### config.mk
export PLATFORM = sky130hd
export DESIGN_NAME = uart_tx_arbiter
export DESIGN_NICKNAME = d
export VERILOG_FILES = /design/src/rtl/uart_tx_arbiter.sv
export SDC_FILE = /design/constraint.sdc
export NUM_CORES = 1
export LEC_CHECK = 0
export ABC_AREA = 1
export CAP_MARGIN = 20
export CORE_ASPECT_RATIO = 1.2
export CORE_MARGIN = 10
export CORE_UTILIZATION = 25
export DETAILED_ROUTE_END_ITERATION = 10
export GPL_ROUTABILITY_DRIVEN = 0
export SLEW_MARGIN = 25
export SYNTH_ARGS = -nofsm -noshare
export SYNTH_HDL_FRONTEND = slang
export SYNTH_SLANG_ARGS = --single-unit
### constraint.sdc
create_clock -name aclk -period 3.6 [get_ports aclk]
set_input_delay 0.54 -clock aclk [delete_from_list [all_inputs] [get_ports aclk]]
set_output_delay 0.54 -clock aclk [all_outputs]
set_load 0.01 [all_outputs]
### src/rtl/uart_tx_arbiter.sv
// Round-robin byte arbiter feeding a single UART transmit engine.
// Optional WAIT watchdog enabled by defining UART_ARB_TIMEOUT_EN.
module uart_tx_arbiter #(
   parameter int          NUM_REQ        = 4,
   parameter logic [31:0] TIMEOUT_CYCLES = 32'd1_000_000
) (
   input  logic                       aclk,
   input  logic                       aresetn,
   input  logic [NUM_REQ-1:0]         req_valid_i,
   input  logic [8*NUM_REQ-1:0]       req_data_i,
   output logic [NUM_REQ-1:0]         req_ready_o,
   output logic                       data_tx_start_o,
   output logic [7:0]                 uart_tx_data_o,
   input  logic                       data_sent_i,
   output logic [$clog2(NUM_REQ)-1:0] grant_id_o,
   output logic                       busy_o,
   output logic                       done_o,
   output logic [$clog2(NUM_REQ)-1:0] done_id_o,
   output logic                       timeout_err_o
);

   localparam int IW = $clog2(NUM_REQ);

   typedef enum logic [1:0] {
      S_IDLE,
      S_START,
      S_WAIT,
      S_GAP
   } state_t;

   state_t          r_state;
   state_t          w_state_nxt;

   logic [IW-1:0]   r_ptr;
   logic [IW-1:0]   r_grant;
   logic [7:0]      r_data;
   logic            r_done;
   logic [IW-1:0]   r_done_id;

   logic            w_found;
   logic [IW-1:0]   w_win_idx;
   logic [7:0]      w_win_data;
   logic            w_hs;
   logic            w_sent;
   logic            w_timeout;

   // Round-robin search starting at r_ptr, wrapping at NUM_REQ.
   always_comb begin
      logic [IW:0]   v_sum;
      logic [IW-1:0] v_idx;
      w_found   = 1'b0;
      w_win_idx = '0;
      for (int k = 0; k < NUM_REQ; k++) begin
         v_sum = {1'b0, r_ptr} + (IW+1)'(k);
         if (v_sum >= (IW+1)'(NUM_REQ))
            v_sum = v_sum - (IW+1)'(NUM_REQ);
         v_idx = v_sum[IW-1:0];
         if (!w_found && req_valid_i[v_idx]) begin
            w_found   = 1'b1;
            w_win_idx = v_idx;
         end
      end
   end

   always_comb begin
      w_win_data = 8'h00;
      for (int k = 0; k < NUM_REQ; k++) begin
         if (w_win_idx == IW'(k))
            w_win_data = req_data_i[8*k +: 8];
      end
   end

   assign w_hs   = (r_state == S_IDLE) && w_found;
   assign w_sent = (r_state == S_WAIT) && data_sent_i;

`ifdef UART_ARB_TIMEOUT_EN
   logic [31:0] r_wd;

   always_ff @(posedge aclk or negedge aresetn) begin
      if (!aresetn) begin
         r_wd <= 32'd0;
      end else if (r_state == S_START) begin
         r_wd <= 32'd0;
      end else if (r_state == S_WAIT) begin
         r_wd <= r_wd + 32'd1;
      end
   end

   // Fires during the TIMEOUT_CYCLES-th WAIT cycle; a real done wins a tie.
   assign w_timeout = (r_state == S_WAIT) && !data_sent_i &&
                      (r_wd == TIMEOUT_CYCLES - 32'd1);
`else
   logic w_unused_timeout;
   assign w_unused_timeout = |TIMEOUT_CYCLES;
   assign w_timeout        = 1'b0;
`endif

   // State register
   always_ff @(posedge aclk or negedge aresetn) begin
      if (!aresetn) begin
         r_state <= S_IDLE;
      end else begin
         r_state <= w_state_nxt;
      end
   end

   // Next-state logic
   always_comb begin
      w_state_nxt = r_state;
      unique case (r_state)
         S_IDLE:  if (w_hs) w_state_nxt = S_START;
         S_START: w_state_nxt = S_WAIT;
         S_WAIT:  if (w_sent || w_timeout) w_state_nxt = S_GAP;
         S_GAP:   w_state_nxt = S_IDLE;
         default: w_state_nxt = S_IDLE;
      endcase
   end

   // Output logic
   always_comb begin
      req_ready_o     = '0;
      data_tx_start_o = 1'b0;
      busy_o          = 1'b0;
      timeout_err_o   = 1'b0;
      unique case (r_state)
         S_IDLE: begin
            if (w_found && aresetn)
               req_ready_o = NUM_REQ'(1) << w_win_idx;
         end
         S_START: begin
            data_tx_start_o = 1'b1;
            busy_o          = 1'b1;
         end
         S_WAIT: begin
            busy_o          = 1'b1;
            timeout_err_o   = w_timeout;
         end
         S_GAP: begin
            busy_o          = 1'b1;
         end
         default: begin
            busy_o          = 1'b0;
         end
      endcase
   end

   always_ff @(posedge aclk or negedge aresetn) begin
      if (!aresetn) begin
         r_ptr     <= '0;
         r_grant   <= '0;
         r_data    <= 8'h00;
         r_done    <= 1'b0;
         r_done_id <= '0;
      end else begin
         r_done <= w_sent;
         if (w_sent)
            r_done_id <= r_grant;
         if (w_hs) begin
            r_data  <= w_win_data;
            r_grant <= w_win_idx;
            r_ptr   <= (w_win_idx == IW'(NUM_REQ-1)) ? '0 : w_win_idx + IW'(1);
         end
      end
   end

   assign uart_tx_data_o = r_data;
   assign grant_id_o     = r_grant;
   assign done_o         = r_done;
   assign done_id_o      = r_done_id;

endmodule
==> results by group, run 1 <==
Worst setup path
  – Crit path max fanout: 4
  – Critical path origin: req_valid_i[0]
  – CP arrival: 2.75 ns
  – CP max stage cell: clkdlybuf4s50_1
  – R2R Path Start: r_ptr[0]
  – CP max stage delay: 0.58 ns
  – Kind of critical path: in -> out
  – CP Data Required Time: 3.06 ns
  – CP Cell Sequence: clkdlybuf4s50_1, inv_1, nand2_1, nand3_1, nand2_2, inv_1, nand3_1, nand3_1, inv_1, ha_1, nand2_1, nor2_1, clkdlybuf4s50_1
  – Worst Setup Start Kind: primary input
  – Crit. End Element: primary output

Routing
  – Post-DRT Antenna Nets: 0
  – Met1 wire length: 1700 um
  – Met3 wire len: 294 um
  – Drt via density: 4.42
  – Remaining DRCs: 0
  – Final wirelength: 4110 um
  – 1st-iter DRT viols: 99
  – Via count: 1441
  – Met2 Wirelength: 2080 um
  – DR pass1 iterations: 4
  – Drt wl/cell: 12.6 um
  – Top Metal Used: met4

Pwr
  – Peak VDD IR: 0.000614 V
  – PD cells: 1020 nW/um2
  – Overall power: 2.08 mW
  – Leakage power total: 1.02 nW

GRT
  – First-pass GRT wire length: 6410 um
  – Total gr overflow: 0
  – Initial antenna violation count: 0
  – Largest net degree at the start of global routing: 18
  – Gr usage total: 8.77%
  – Number of global-route vias before repair: 1329

Clock tree
  – CTS tree: done
  – H-tree depth: 1
  – Worst-skew pair later-pin latency: 0.25 ns
  – CTS Buffer Depth: 2
  – Clk root buf: clkbuf_8
  – Sink Count: 17
  – Total CTS buffers: 3
  – Clock Pin Slew Worst Setup and Hold Paths: 0.07 ns

Timing
  – Final worst slack: 0.305 ns
  – Endpoints failing setup: 0
  – Final hold vios: 0
  – Setup_tns: 0 ns
  – RSZ-0062 raised after global routing: false
  – Fmax: 0.304 GHz
  – Crit share post-route: 91.5%
  – Worst Skew: 0.00396 ns
  – Final Critical Period: 3.29 ns
  – Max Slew Vio Count: 0

Synth
  – Area leader, netlist: dfrtp_1
  – Largest cells by area after synthesis: dfrtp_1, nand2_1, ha_1
  – Synth Area per Inst: 6.54 um2
  – Synth top area share: 31.7%
  – Sequential share of the synthesized area: 31.7%
  – Cells after Synth: 205
  – Mapped Area: 1340 um2
  – Yosys warning count: 0
  – Mapped Nets: 252
  – Unique masters post-synth: 21
  – Register bit total from synthesis: 17

Cells and area
  – Layout cell share with drive strength beyond 1: 8.71%
  – Most frequent cells in the layout: nand2_1, clkdlybuf4s50_1, o21ai_0
  – # diodes: 0
  – # nets final: 312
  – Commonest non-fill, non-tap cell in the layout: nand2_1
  – # fillers: 554
  – Final core utilization: 38.5%
  – Final cell count without fillers: 326
  – Area grow syn2layout: 51.4%

Placement
  – Pre-CTS WS: 0.229 ns
  – Port buffer count: 57
  – DP Cell Count: 322
  – Final HPWL DP: 3380 um

Die
  – Die H: 100 um
  – Die area: 8700 um2
  – Number of I/O pins: 59
  – FP Rows: 29
  – Die width: 86.8 um
  – Initial Util: 25.5%
  – Core ar.: 5260 um2

Status
  – Status: finished clean

Run
  – Max-cap violations: 0

Worst hold path
  – Min-delay worst type: reg -> reg
  – Min-delay src: uart_tx_data_o[6]
-- cells in the mapped netlist, drive strengths merged --
cell / count
nand2: 100
buf: 4
nand4: 2
a21oi: 9
o21ai: 21
dfrtp: 17
conb: 1
ha: 8
inv: 19
clkbuf: 4
nand3: 12
or2: 1
nor2: 7
-- final timing paths --
path                            depth (start not counted)           endpoint  slack, ns
worst max-delay path                                   13     req_ready_o[3]       0.31
worst min-delay path                                    2  uart_tx_data_o[6]       0.48
worst max register to register                         17  uart_tx_data_o[2]       0.86
worst min register to register                          2  uart_tx_data_o[6]       0.48
max in group asynchronous                               2      grant_id_o[0]       2.62
min in group asynchronous                               2  uart_tx_data_o[2]       0.79
-- flip-flops by register name, indices dropped and copies added (netlist names) --
| name | cells |
|---|---|
| done_id_o | 2 |
| uart_tx_data_o | 8 |
| grant_id_o | 2 |
| r_state | 2 |
| r_ptr | 2 |
| done_o | 1 |
-- worst max-delay path, delay by kind of cell --
kind	cells	cell delay, ns
buf+inv	5	1.31
fa+ha+maj	1	0.17
simple gates	7	0.75
-- where the power goes --
group / internal (mW) / switching, mW / total [mW]
combinational: 0.652 / 0.944 / 1.60
clock: 0.0784 / 0.0631 / 0.141
sequential: 0.284 / 0.0554 / 0.339
-- cell families after synthesis --
kind of cell / share of synthesized area, %
other cells: 0.280
fa+ha+maj: 7.47
simple gates: 40.1
compound gates: 11.2
flops: 31.7
buf+inv: 9.24
-- layer usage --
layer | global-route usage (%) | up-vias
met4 | 3.00 | 0
li1 | - | 756
met2 | 14.9 | 44
met5 | 0 | -
met3 | 2.11 | 2
met1 | 10.4 | 639
-- cell type report --
| cell class | instances | area [um2] | area share [%] |
|---|---|---|---|
| Multi-Input combinational cell | 161 | 791 | 39.0 |
| Timing Repair Buffer | 63 | 618 | 30.5 |
| Sequential cell | 17 | 425 | 21.0 |
| Tap cell | 62 | 77.6 | 3.82 |
| Inverter | 19 | 71.3 | 3.52 |
| Clock buffer | 4 | 45.0 | 2.22 |
-- per-stage QoR --
step / hold WS, ns / instance area (um2)
finish: 0.478 / 2030
global placement: 0.462 / 1980
floorplan: 0.244 / 1340
global route: 0.506 / 2030
CTS: 0.482 / 2030
detailed placement: 0.464 / 1980
-- repair_timing --
item | CTS | global route
gates resized for setup | 0 | 1
hold buffers | 0 | 0
setup endpoints to repair | 0 | 1
buffers inserted | 0 | 0
No activity file was read; power rests on OpenSTA's default activity.
==> inputs of run 2 (changes only) <==
- CTS_CLUSTER_SIZE: not set -> 28
==> results of run 2 <==
Same layout as run 1: the final DEF is identical, and so are final timing and power.
==> inputs of run 3 (changes only) <==
- CTS_BUF_LIST: not set -> sky130_fd_sc_hd__clkbuf_2 sky130_fd_sc_hd__clkbuf_4 sky130_fd_sc_hd__clkbuf_8
- GPL_ROUTABILITY_DRIVEN: 0 -> not set
==> results by group, run 3 (synthesis gave the netlist of run 1 again) <==
Timing
  – Crit share post-route: 91.4% (was 91.5%)
  – Final hold vios: 0 (unchanged)
  – Final hold slack: 0.478 ns (unchanged)
  – Max Slew Vio Count: 0 (unchanged)
  – Worst Skew: 0.00480 ns (was 0.00396 ns)
  – Endpoints failing setup: 0 (unchanged)
  – RSZ-0062 raised after global routing: false (unchanged)
  – Fmax: 0.304 GHz (about the same)
  – Setup_tns: 0 ns (unchanged)
  – Final Critical Period: 3.29 ns (about the same)

Pwr
  – Leakage power total: 1.02 nW (about the same)
  – Peak VDD IR: 0.000614 V (about the same)
  – PD cells: 1030 nW/um2 (was 1020 nW/um2)

Routing
  – DR pass1 iterations: 4 (unchanged)
  – Drt wl/cell: 12.6 um (about the same)
  – 1st-iter DRT viols: 114 (was 99)
  – Drt via density: 4.42 (about the same)
  – Post-DRT Antenna Nets: 0 (unchanged)
  – Remaining DRCs: 0 (unchanged)
  – Via count: 1442 (was 1441)
  – Final wirelength: 4100 um (was 4110 um)

Run
  – Max-cap violations: 0 (unchanged)

Worst setup path
  – Crit. End Element: primary output (unchanged)
  – R2R Path Start: r_ptr[0] (unchanged)
  – Worst Setup Start Kind: primary input (unchanged)
  – R2r worst-path depth: 17 (unchanged)
  – Crit path max fanout: 4 (unchanged)
  – Kind of critical path: in -> out (unchanged)
  – Worst R2R Setup Slack: 0.85 ns (was 0.86 ns)
  – CP Data Required Time: 3.06 ns (about the same)
  – Worst reg2reg endpoint: uart_tx_data_o[2] (unchanged)
  – CP arrival: 2.75 ns (about the same)

Clock tree
  – Clk root buf: clkbuf_8 (unchanged)
  – Total CTS buffers: 3 (unchanged)
  – Sink Count: 17 (unchanged)
  – CTS Hold Buffers Added: 0 (unchanged)
  – Worst-skew pair later-pin latency: 0.25 ns (about the same)
  – Resize count post-CTS: 0 (unchanged)
  – # Post-CTS Setup Buffers: 0 (unchanged)
  – CTS tree: done (unchanged)
  – CTS Buffer Depth: 2 (unchanged)
  – Clock Pin Slew Worst Setup and Hold Paths: 0.07 ns (about the same)
  – H-tree depth: 1 (unchanged)

Cells and area
  – Layout cell share with drive strength beyond 1: 9.09% (was 8.71%)
  – Commonest non-fill, non-tap cell in the layout: nand2_1 (unchanged)
  – # diodes: 0 (unchanged)
  – Most frequent cells in the layout: nand2_1, clkdlybuf4s50_1, o21ai_0 (unchanged)
  – Max FFs per register: 8 (unchanged)
  – # nets final: 312 (unchanged)
  – Area grow syn2layout: 51.6% (was 51.4%)

Die
  – Die H: 100 um (unchanged)
  – Die area: 8700 um2 (unchanged)
  – FP Rows: 29 (unchanged)
  – Die width: 86.8 um (unchanged)
  – Core ar.: 5260 um2 (unchanged)
  – Initial Util: 25.5% (unchanged)
  – Number of I/O pins: 59 (unchanged)

GRT
  – Initial antenna violation count: 0 (unchanged)
  – Total gr overflow: 0 (unchanged)
  – First-pass GRT wire length: 6400 um (was 6410 um)
  – Number of global-route vias before repair: 1327 (was 1329)
  – Largest net degree at the start of global routing: 18 (unchanged)
  – Gr usage total: 8.76% (was 8.77%)

Worst hold path
  – Min-delay worst type: reg -> reg (unchanged)
  – Worst Hold End: uart_tx_data_o[6] (unchanged)
  – Min-delay src: uart_tx_data_o[6] (unchanged)
  – Hold depth: 2 (unchanged)

Placement
  – Port buffer count: 57 (unchanged)
  – Final HPWL DP: 3380 um (unchanged)
  – GPL Wtd Cong: 0.809

Status
  – Status: finished clean (unchanged)
run 3: through the flow:
| step | worst slack (ns) | instance area (um2) | util [%] | total power, mW | instances |
|---|---|---|---|---|---|
| finish | 0.308 | 2030 | 38.6 | 2.09 | 326 |
| global route | 0.0779 | 2030 | 38.6 | 2.34 | 326 |
| CTS | 0.222 | 2030 | 38.6 | 2.11 | 326 |
| detailed placement | 0.229 | 1980 | 37.6 | 1.96 | 322 |
| global placement | 0.280 | 1980 | 37.6 | 1.94 | 322 |
| floorplan | 0.899 | 1340 | - | 1.44 | 205 |
run 3: worst max path at each step:
stage / startpoint / endpoint / slack [ns] / cells past startpoint
finish: req_valid_i[0] / req_ready_o[3] / 0.31 / 13
floorplan: req_valid_i[0] / req_ready_o[3] / 0.90 / 14
detailed placement: req_valid_i[0] / req_ready_o[2] / 0.23 / 14
global placement: req_valid_i[1] / req_ready_o[2] / 0.28 / 10
CTS: req_valid_i[0] / req_ready_o[2] / 0.22 / 14
global route: req_valid_i[3] / req_ready_o[1] / 0.08 / 13
run 3: critical path, stage by stage:
cell,delay [ns]
clkdlybuf4s50_1,0.48
inv_1,0.06
nand2_1,0.08
nand3_1,0.10
nand2_2,0.13
inv_1,0.07
nand3_1,0.11
nand3_1,0.17
inv_1,0.12
ha_1,0.17
nand2_1,0.06
nor2_1,0.10
clkdlybuf4s50_1,0.58
run 3: final cells by class:
cell class | count | area, um2
flip-flops and latches | 17 | 425
fillers | 555 | 3230
well taps | 62 | 77.6
clock buffers | 4 | 48.8
repair buffers | 63 | 618
multi-input cells | 161 | 791
inverters | 19 | 71.3
run 3: report_power, final:
group / total (mW) / switching (mW) / internal [mW]
registers: 0.339 / 0.0553 / 0.284
clock network: 0.148 / 0.0624 / 0.0859
logic: 1.60 / 0.946 / 0.652
run 3: routing by layer:
layer | share of wire (%) | global-route usage, %
met4 | 0.68 | 3.00
met3 | 7.4 | 2.11
met1 | 41 | 10.4
met5 | 0 | 0
met2 | 51 | 14.9
